`config.mk`:
```
export PLATFORM = sky130hd
export DESIGN_NAME = uart_ram_loader
export DESIGN_NICKNAME = d
export VERILOG_FILES = /design/src/rtl/uart_ram_pkg.sv /design/src/rtl/uart_rx_port.sv /design/src/rtl/uart_ram_loader.sv
export SDC_FILE = /design/constraint.sdc
export NUM_CORES = 1
export LEC_CHECK = 0
export BUFFER_PORTS_ARGS = -buffer_cell sky130_fd_sc_hd__buf_2
export CORE_ASPECT_RATIO = 0.9
export CORE_MARGIN = 4
export CORE_UTILIZATION = 45
export DETAILED_ROUTE_END_ITERATION = 8
export PLACE_DENSITY = 0.68
export SLEW_MARGIN = 20
export SYNTH_ARGS = -nofsm -noshare
export SYNTH_HDL_FRONTEND = slang
export SYNTH_SLANG_ARGS = --single-unit
```
`constraint.sdc`:
```
create_clock -name clk -period 2.7 [get_ports clk]
set_input_delay 0.405 -clock clk [delete_from_list [all_inputs] [get_ports clk]]
set_output_delay 0.405 -clock clk [all_outputs]
set_load 0.1 [all_outputs]
```
`src/rtl/uart_ram_pkg.sv`:
```
// Shared definitions for the UART-to-RAM2 loader.
// Contents:
//   DefAddrW : default RAM2 word-address width
//   RAM_OFF  : inactive level for the active-low RAM control strobes
//   state_e  : loader FSM state encoding
package uart_ram_pkg;

  localparam int unsigned DefAddrW = 18;
  localparam logic        RAM_OFF  = 1'b1;

  typedef enum logic [3:0] {
    StIdle,
    StWaitRx,
    StRdStrobe,
    StWrSetup,
    StWrPulse,
    StWrHold,
    StEchoWait,
    StEchoSetup,
    StEchoPulse,
    StDone
  } state_e;

endpackage

```
`src/rtl/uart_rx_port.sv`:
```
// Byte reader for the CPLD UART.
// When the loader requests a byte and the UART reports data_ready, rdn is pulled low for RD_LOW
// cycles. bus_din is captured on the last low cycle; byte_valid pulses in the cycle after rdn
// returns high, and rx_byte holds that byte until the next read.
// Ports:
//   clk, rst    : clock, synchronous active-high reset
//   rd_req      : loader is waiting for a byte
//   data_ready  : UART has a received byte
//   bus_din     : shared RAM1/UART data bus, read side
//   rdn         : UART read strobe, active low
//   byte_valid  : 1-cycle pulse, rx_byte was just captured
//   rx_byte     : last captured byte
module uart_rx_port #(
  parameter int unsigned RD_LOW = 2
) (
  input  logic       clk,
  input  logic       rst,
  input  logic       rd_req,
  input  logic       data_ready,
  input  logic [7:0] bus_din,
  output logic       rdn,
  output logic       byte_valid,
  output logic [7:0] rx_byte
);

  localparam int unsigned CntW = (RD_LOW > 1) ? $clog2(RD_LOW) : 1;

  logic            rdn_q, rdn_d;
  logic            valid_q, valid_d;
  logic [7:0]      byte_q, byte_d;
  logic [CntW-1:0] cnt_q, cnt_d;

  always_comb begin
    rdn_d   = rdn_q;
    valid_d = 1'b0;
    byte_d  = byte_q;
    cnt_d   = cnt_q;
    if (rdn_q) begin
      if (rd_req && data_ready) begin
        rdn_d = 1'b0;
        cnt_d = CntW'(RD_LOW - 1);
      end
    end else if (cnt_q == '0) begin
      // Last low cycle: the UART is driving the bus now.
      rdn_d   = 1'b1;
      byte_d  = bus_din;
      valid_d = 1'b1;
    end else begin
      cnt_d = cnt_q - CntW'(1);
    end
  end

  always_ff @(posedge clk) begin
    if (rst) begin
      rdn_q   <= 1'b1;
      valid_q <= 1'b0;
      byte_q  <= '0;
      cnt_q   <= '0;
    end else begin
      rdn_q   <= rdn_d;
      valid_q <= valid_d;
      byte_q  <= byte_d;
      cnt_q   <= cnt_d;
    end
  end

  assign rdn        = rdn_q;
  assign byte_valid = valid_q;
  assign rx_byte    = byte_q;

endmodule

```
`src/rtl/uart_ram_loader.sv`:
```
// Loads a byte stream from the CPLD UART into RAM2 as 16-bit words (low byte first), at
// consecutive word addresses from a latched base (wrapping modulo 2**ADDR_W).
// RAM1 is held disabled so the shared RAM1/UART data bus belongs to the UART.
// Optional feature: define UART_ECHO_EN to echo every received byte back through the UART
// (waits for tbre & tsre, drives bus_dout, pulses wrn). Undefined: wrn=1, bus_drive=0.
// Ports:
//   clk, rst               : clock, synchronous active-high reset
//   start                  : 1-cycle pulse, begins a load when idle
//   base_addr, word_count  : first RAM2 word address, number of words
//   data_ready, tbre, tsre : UART status
//   bus_din / bus_dout     : shared bus read side / echo byte; bus_drive enables the tri-state
//   rdn, wrn               : UART read / write strobes, active low
//   ram1_en/oe/we          : RAM1 controls, held inactive
//   ram2_addr, ram2_dout   : RAM2 address and write data; ram2_drive enables the data tri-state
//   ram2_en/oe/we          : RAM2 controls, active low
//   busy, done             : load in progress / 1-cycle completion pulse
//   words_loaded           : words written in the current or last load
module uart_ram_loader
  import uart_ram_pkg::*;
#(
  parameter int unsigned ADDR_W = DefAddrW,
  parameter int unsigned RD_LOW = 2,
  parameter int unsigned WE_LOW = 1
) (
  input  logic              clk,
  input  logic              rst,
  input  logic              start,
  input  logic [ADDR_W-1:0] base_addr,
  input  logic [ADDR_W-1:0] word_count,
  input  logic              data_ready,
  input  logic              tbre,
  input  logic              tsre,
  input  logic [7:0]        bus_din,
  output logic [7:0]        bus_dout,
  output logic              bus_drive,
  output logic              rdn,
  output logic              wrn,
  output logic              ram1_en,
  output logic              ram1_oe,
  output logic              ram1_we,
  output logic [ADDR_W-1:0] ram2_addr,
  output logic [15:0]       ram2_dout,
  output logic              ram2_drive,
  output logic              ram2_en,
  output logic              ram2_oe,
  output logic              ram2_we,
  output logic              busy,
  output logic              done,
  output logic [ADDR_W-1:0] words_loaded
);

  localparam int unsigned WeCntW = (WE_LOW > 1) ? $clog2(WE_LOW) : 1;

  state_e              state_q, state_d;
  logic [ADDR_W-1:0]   base_q, base_d;
  logic [ADDR_W-1:0]   count_q, count_d;
  logic [ADDR_W-1:0]   words_q, words_d;
  logic [ADDR_W-1:0]   addr_q, addr_d;
  logic [15:0]         wdata_q, wdata_d;
  logic [7:0]          lo_q, lo_d;
  logic                lo_got_q, lo_got_d;
  logic                hi_got_q, hi_got_d;
  logic [WeCntW-1:0]   cnt_q, cnt_d;
  logic                echo_hold_q, echo_hold_d;

  logic       rd_req;
  logic       byte_valid;
  logic [7:0] rx_byte;

  assign rd_req = (state_q == StWaitRx);

  uart_rx_port #(
    .RD_LOW (RD_LOW)
  ) u_rx (
    .clk        (clk),
    .rst        (rst),
    .rd_req     (rd_req),
    .data_ready (data_ready),
    .bus_din    (bus_din),
    .rdn        (rdn),
    .byte_valid (byte_valid),
    .rx_byte    (rx_byte)
  );

  always_comb begin
    state_d     = state_q;
    base_d      = base_q;
    count_d     = count_q;
    words_d     = words_q;
    addr_d      = addr_q;
    wdata_d     = wdata_q;
    lo_d        = lo_q;
    lo_got_d    = lo_got_q;
    hi_got_d    = hi_got_q;
    cnt_d       = cnt_q;
    echo_hold_d = 1'b0;
    unique case (state_q)
      StIdle: begin
        if (start) begin
          base_d   = base_addr;
          count_d  = word_count;
          words_d  = '0;
          lo_got_d = 1'b0;
          hi_got_d = 1'b0;
          state_d  = (word_count == '0) ? StDone : StWaitRx;
        end
      end
      StWaitRx: begin
        if (data_ready) state_d = StRdStrobe;
      end
      StRdStrobe: begin
        if (byte_valid) begin
          if (!lo_got_q) begin
            lo_d     = rx_byte;
            lo_got_d = 1'b1;
          end else begin
            hi_got_d = 1'b1;
          end
`ifdef UART_ECHO_EN
          state_d = StEchoWait;
`else
          if (lo_got_q) begin
            state_d = StWrSetup;
            addr_d  = base_q + words_q;
            wdata_d = {rx_byte, lo_q};
          end else begin
            state_d = StWaitRx;
          end
`endif
        end
      end
      StWrSetup: begin
        state_d = StWrPulse;
        cnt_d   = WeCntW'(WE_LOW - 1);
      end
      StWrPulse: begin
        if (cnt_q == '0) state_d = StWrHold;
        else             cnt_d   = cnt_q - WeCntW'(1);
      end
      StWrHold: begin
        words_d  = words_q + ADDR_W'(1);
        lo_got_d = 1'b0;
        hi_got_d = 1'b0;
        state_d  = (words_d == count_q) ? StDone : StWaitRx;
      end
`ifdef UART_ECHO_EN
      StEchoWait: begin
        if (tbre && tsre) state_d = StEchoSetup;
      end
      StEchoSetup: begin
        state_d = StEchoPulse;
      end
      StEchoPulse: begin
        // Keep the bus driven one more cycle so the data outlives the wrn rising edge.
        echo_hold_d = 1'b1;
        if (hi_got_q) begin
          state_d = StWrSetup;
          addr_d  = base_q + words_q;
          wdata_d = {rx_byte, lo_q};
        end else begin
          state_d = StWaitRx;
        end
      end
`endif
      StDone: begin
        state_d = StIdle;
      end
      default: begin
        state_d = StIdle;
      end
    endcase
  end

  always_ff @(posedge clk) begin
    if (rst) begin
      state_q     <= StIdle;
      base_q      <= '0;
      count_q     <= '0;
      words_q     <= '0;
      addr_q      <= '0;
      wdata_q     <= '0;
      lo_q        <= '0;
      lo_got_q    <= 1'b0;
      hi_got_q    <= 1'b0;
      cnt_q       <= '0;
      echo_hold_q <= 1'b0;
    end else begin
      state_q     <= state_d;
      base_q      <= base_d;
      count_q     <= count_d;
      words_q     <= words_d;
      addr_q      <= addr_d;
      wdata_q     <= wdata_d;
      lo_q        <= lo_d;
      lo_got_q    <= lo_got_d;
      hi_got_q    <= hi_got_d;
      cnt_q       <= cnt_d;
      echo_hold_q <= echo_hold_d;
    end
  end

  logic in_write;
  assign in_write = (state_q == StWrSetup) || (state_q == StWrPulse) || (state_q == StWrHold);

  assign ram1_en      = RAM_OFF;
  assign ram1_oe      = RAM_OFF;
  assign ram1_we      = RAM_OFF;
  assign ram2_oe      = RAM_OFF;
  assign ram2_en      = !in_write;
  assign ram2_drive   = in_write;
  assign ram2_we      = (state_q != StWrPulse);
  assign ram2_addr    = addr_q;
  assign ram2_dout    = wdata_q;
  assign busy         = (state_q != StIdle) && (state_q != StDone);
  assign done         = (state_q == StDone);
  assign words_loaded = words_q;

`ifdef UART_ECHO_EN
  assign wrn       = (state_q != StEchoPulse);
  assign bus_drive = (state_q == StEchoSetup) || (state_q == StEchoPulse) || echo_hold_q;
  assign bus_dout  = rx_byte;
`else
  assign wrn       = 1'b1;
  assign bus_drive = 1'b0;
  assign bus_dout  = '0;
  logic unused_echo;
  assign unused_echo = ^{tbre, tsre, hi_got_q, echo_hold_q};
`endif

endmodule

```
-- Yosys cells after proc, flatten, opt, wreduce, memory -nomap -nowiden
Cells that the tools add are included.
Widths: inputs -> output; s select.
- output and inout port bits: 72
- logic and storage cells: 74
- input port bits: 50
- flip-flop bits (word level): 113
- mux-type cells: 21
- equal/unequal tests: 14
- $add $sub $neg: 4
- bitwise logic cells: 3
- reduce and logical (&&, ||, !) cells: 19
- operator list (cell ; number):
    $pmux 18 s2 ; 1
    $mux 4 ; 6
    $pmux 4 s6 ; 1
    $add 18x1->18 const B ; 1
    $add 18x18->18 ; 1
    $eq 18x18->1 ; 1
    $logic_not 18->1 ; 1
    $mux 18 ; 1
    $mux 1 ; 9
    $reduce_and 3->1 ; 3
    $eq 4x2->1 const B ; 2
    $eq 4x3->1 const B ; 2
    $ne 2x2->1 const B ; 4
    $reduce_and 2->1 ; 3
    $eq 4x1->1 const B ; 1
    $eq 4x4->1 const B ; 1
    $logic_not 4->1 ; 1
    $ne 4x3->1 const B ; 1
    $ne 4x4->1 const B ; 1
    $reduce_and 4->1 ; 1
    $reduce_bool 2->1 ; 2
    $reduce_bool 4->1 ; 1
    $not 1->1 ; 3
    $pmux 1 s3 ; 1
    9 further kinds ; 12

-- Depth between registers and ports, before layout
- word-level depth: 4
- mapped depth: 8
- depth with buffers taken out: 8

-- Modules after synthesis
A second synthesis with hierarchy kept.
- cells, all modules: 731
- area total of the unflattened synthesis: 5774.3 um^2
- by module, submodules not included (module ; times used ; area an instance (um^2) ; cells each ; seq. area each (um^2)):
    uart_ram_loader ; 1 ; 5340.1 ; 686 ; 2021.9
    uart_rx_port ; 1 ; 434.2 ; 45 ; 220.2

-- Worst setup path after synthesis
No wires, ideal clock.
- path type: register to output
- start point: register state_q[3]
- end point: output busy
- cell stages (with the launch flop): 4
- slack: -2.020 ns
- buffers on the path: 1
- arrival time: 4.315 ns
- required time: 2.295 ns
- cells stage by stage: dfxtp_1 > clkbuf_1 > nor3b_1 > nor2_1
- word-level cells in the longest chain between the ends: 2
- elaborated cells on any way between the ends: 3
- classes of those cells: 1 x eq/ne; 2 x reduce/logical
- ends and longest elaborated chain (what ; line ; RTL):
    start, declared ; uart_ram_loader.sv:54 ; state_e state_q, state_d;
    start signal, assigned ; uart_ram_loader.sv:176 ; state_q <= StIdle;
    start signal, assigned ; uart_ram_loader.sv:188 ; state_q <= state_d;
    $ne 4x4->1 or $reduce_bool 4->1 (tied branches) ; uart_ram_loader.sv:214 ; assign busy = (state_q != StIdle) && (state_q != StDone);
    $logic_and 1x1->1 (*) ; uart_ram_loader.sv:214 ;
    end, declared ; uart_ram_loader.sv:47 ; output logic busy,
Mark *: on every way between the ends. The rest lies on a longest branch, timed or not.

-- Worst setup path in the final report
- start point: register words_q[0] (netlist: words_loaded[0])
- end point: register addr_q[8] (netlist: ram2_addr[8])
- word-level cells in the longest chain between the ends: 1
- ends and longest elaborated chain (what ; line ; RTL):
    start, declared ; uart_ram_loader.sv:57 ; logic [ADDR_W-1:0] words_q, words_d;
    start signal, assigned ; uart_ram_loader.sv:191 ; words_q <= words_d;
    $add 18x18->18 ; uart_ram_loader.sv:124 ; addr_d = base_q + words_q;
    end signal, assigned ; uart_ram_loader.sv:192 ; addr_q <= addr_d;
    end, declared ; uart_ram_loader.sv:58 ; logic [ADDR_W-1:0] addr_q, addr_d;
No other way between the ends.
A chain may end at the register's enable or synchronous reset.

==> flow_summary_export.csv <==
group,metric,value,unit
sta,report.final.setup_viol,0,
finish,drive_above_1_share,20.0,%
cts,cts_sinks,112,
finish,final_nets,919,
route,wl_per_cell,15.7,um
route,first_pass_iters,4,
route,route.final.wire_length,16000,um
placed_design,port_buffers,105,
floorplanning,die_width,130,um
global_routing,track_usage,20.8,%
sta,worst-slew-pin-transition,782,ps
synthesis,yosysMostFrequentCell,"nand2_1",
synthesis,synth_commonest_cells,"nand2_1, dfxtp_1, a21oi_1, nor2_1, o21ai_0",
synthesis,synth-edff-count,0,
setup_path,cp.buffers_inverters,0,
finish,syn_to_final_growth,15.4,%
cts,postCtsHoldBufs,0,
finish,final-instance-count-excl-fill,1018,
setup_path,critical_path.max_stage_delay,620,ps
synthesis,synth_cell_types,67,
setup_path,worst_path_dominant_cell_family,"compound AO/OA/AOI/OAI gates",
synthesis,yosys_top_cell_area_share,37.5,%
floorplanning,std_cell_rows,39,
synthesis,ys_top_cells_by_area,"dfxtp_1, nand2_1, a21oi_1, ha_1, nor2_1",
floorplanning,initial_utilization,46.6,%
global_routing,number_of_antenna_violations_at_the_first_check_in_global_routing,0,
placed_design,dpl_worst_slack,312,ps
power,static-leakage-power,2.85,nW
synthesis,synth.yosys.seq_area_share,37.5,%
finish,filler_cell_count,1257,
cts,cts_tree,"yes",
floorplanning,i_o_pin_count,122,
cts,clock_insertion_delay_worst_skew,350,ps
placed_design,hpwl,11800,um
cts,clockBufferDepth,2,
sta,final.min_clock_period,2460,ps
synthesis,ys_warn_count,0,
synthesis,synthDominantAreaCellType,"dfxtp_1",
route,via_per_inst,5.55,
sta,setup-tns-final,0,ps
setup_path,timing_worst_setup_path_type,"reg2reg",
route,post_route_ant_nets,0,
sta,max_freq,0.406,GHz
synthesis,syn_area,0.00598,sq mm
cts,clkSlewWorstSetupHoldPaths,70,ps
synthesis,postSynthAreaPerCell,7.76,sq um
cts,postCtsSetupBuffers,0,
synthesis,ys_async_sr_fraction,0,%
floorplanning,coreArea,0.0128,sq mm
status,run_status,"complete, no violations",
hold_path,worstHoldPathType,"in2reg",
global_routing,grt_pass1_vias,5031,
setup_path,cp.required,2940,ps
sta,final.setup_skew,8.69,ps
finish,utilization_after_layout,53.8,%
setup_path,path_cells,"ha_1 > fa_1 > a21o_1 > a21oi_1 > o21bai_1 > a2111oi_0 > nor3_1 > nand3b_1",
global_routing,wire_length_of_the_first_global_routing_pass,25600,um
placed_design,gp_congestion,0.929,
sta,final_report_max_slew_violation_count,0,
setup_path,critical-path-slowest-cell,"a2111oi_0",
synthesis,synth_cells,771,
flow_run,drv_cap,0,
sta,grt_setup_unrepaired,"no",
route,detail_route.iter0.violations,346,
floorplanning,dieArea,0.0152,sq mm
sta,final.period_utilization,91.1,%
cts,clockRootBuffer,"clkbuf_16",
synthesis,synthFlopType,"dfxtp_1",
synthesis,number_of_synthesized_register_bits,112,
sta,timing.final.hold_violations,0,
power,ir_drop,424,uV
global_routing,largest_net_degree_at_the_start_of_global_routing,46,
setup_path,crit_path_start_kind,"flip-flop",
cts,postCtsResizedCells,0,
placed_design,dp_cells,1003,
setup_path,cp_data_arrival_time,2700,ps
setup_path,type_of_element_capturing_the_critical_path,"flip-flop",
sta,setup_slack,239,ps
sta,slew_margin_rel,47.4,%
route,drt_drc_violations_left,0,
route,route.vias.total,5645,
power,total_power,3.58,mW
power,power_per_unit_of_standard_cell_area,518,mW/mm^2
cts,tritoncts_buffers,9,
setup_path,worst_path_maximum_fanout,2,
finish,diodes,0,
global_routing,global_route.overflow_total,0,
floorplanning,die_height,117,um
cts,clock_tree.htree_level_count,3,
cell families (layout without fill, tap and decap cells):
logic type,count (synthesis),after routing,synth area share [%]
XOR/XNOR,32,32,4.69
other,2,14,0.126
AO/OA/AOI/OAI,196,196,19.6
AND/OR/NAND/NOR,319,319,25.7
flip-flops,112,112,37.5
multiplexers,12,12,2.03
adder cells (fa/ha/maj),19,19,4.10
buffers and inverters,79,150,6.19
area by class of cell:
class                      instances  area [sq um]  share of cell area (%)
multi-input combinational        592          3450                    49.9
sequential                       112          2260                    32.7
timing repair buffer             123           676                    9.79
clock buffer                      11           243                    3.52
tap                              164           205                    2.97
inverter                          12          45.0                   0.653
clock inverter                     4          30.0                   0.435
per-stage QoR:
stage | cell area (sq um) | hold WS (ps)
CTS | 6900 | 272
detailed placement | 6630 | 445
global route | 6900 | 277
floorplan | 6070 | 432
global placement | 6630 | 439
finish | 6900 | 287
worst paths after layout:
path / from / end / slack, ps / cells after the start
max: words_loaded[0] / ram2_addr[8] / 240 / 8
min: bus_din[2] / u_rx.rx_byte[2] / 290 / 3
max reg2reg: words_loaded[0] / ram2_addr[8] / 240 / 8
min reg2reg: lo_q[6] / ram2_dout[6] / 450 / 2
report_power, final:
group | leakage (nW) | internal, mW | switching [mW] | total, mW
Combinational | 1.81 | 0.159 | 0.391 | 0.550
Clock | 0.132 | 0.650 | 0.597 | 1.25
Sequential | 0.915 | 1.71 | 0.0666 | 1.78
layout by cell type, fill, tap and decap left out, types with 5 or more instances in the layout:
| master | count |
|---|---|
| a31oi_1 | 9 |
| nor3_1 | 16 |
| nand2_1 | 152 |
| o2111ai_1 | 5 |
| ha_1 | 18 |
| dfxtp_1 | 99 |
| xnor2_1 | 18 |
| conb_1 | 14 |
| nand4_1 | 11 |
| xor2_1 | 14 |
| nor2_1 | 54 |
| dfxtp_2 | 13 |
| clkbuf_16 | 9 |
| or3_1 | 7 |
| o21ai_0 | 35 |
| nand3b_1 | 5 |
| a21oi_1 | 98 |
| a21o_1 | 5 |
| and4_1 | 5 |
| o21bai_1 | 5 |
| buf_2 | 104 |
| buf_4 | 18 |
| nor4_1 | 10 |
| nand3_1 | 24 |
| inv_1 | 11 |
| mux2i_1 | 11 |
metal layers:
| metal | part of all wire, % | GRT usage [%] | up-vias |
|---|---|---|---|
| met3 | 7.9 | 5.14 | 22 |
| met5 | 0 | 0 | - |
| li1 | - | - | 2843 |
| met2 | 44 | 31.4 | 176 |
| met4 | 1.4 | 5.52 | 0 |
| met1 | 47 | 29.6 | 2604 |
registers in the layout (all words and copies together), names as in the netlist:
name,flops
ram2_dout,16
lo_q,8
base_q,18
words_loaded,18
count_q,18
lo_got_q,1
u_rx.rdn,1
ram2_addr,18
u_rx.rx_byte,8
u_rx.byte_valid,1
u_rx.cnt_q,1
state_q,4
worst min-delay path, stage by stage:
cell and delay, ps:
buf_2 90, nand2_1 50, a21oi_1 50
Note: power is estimated with default switching activity, not from simulation.
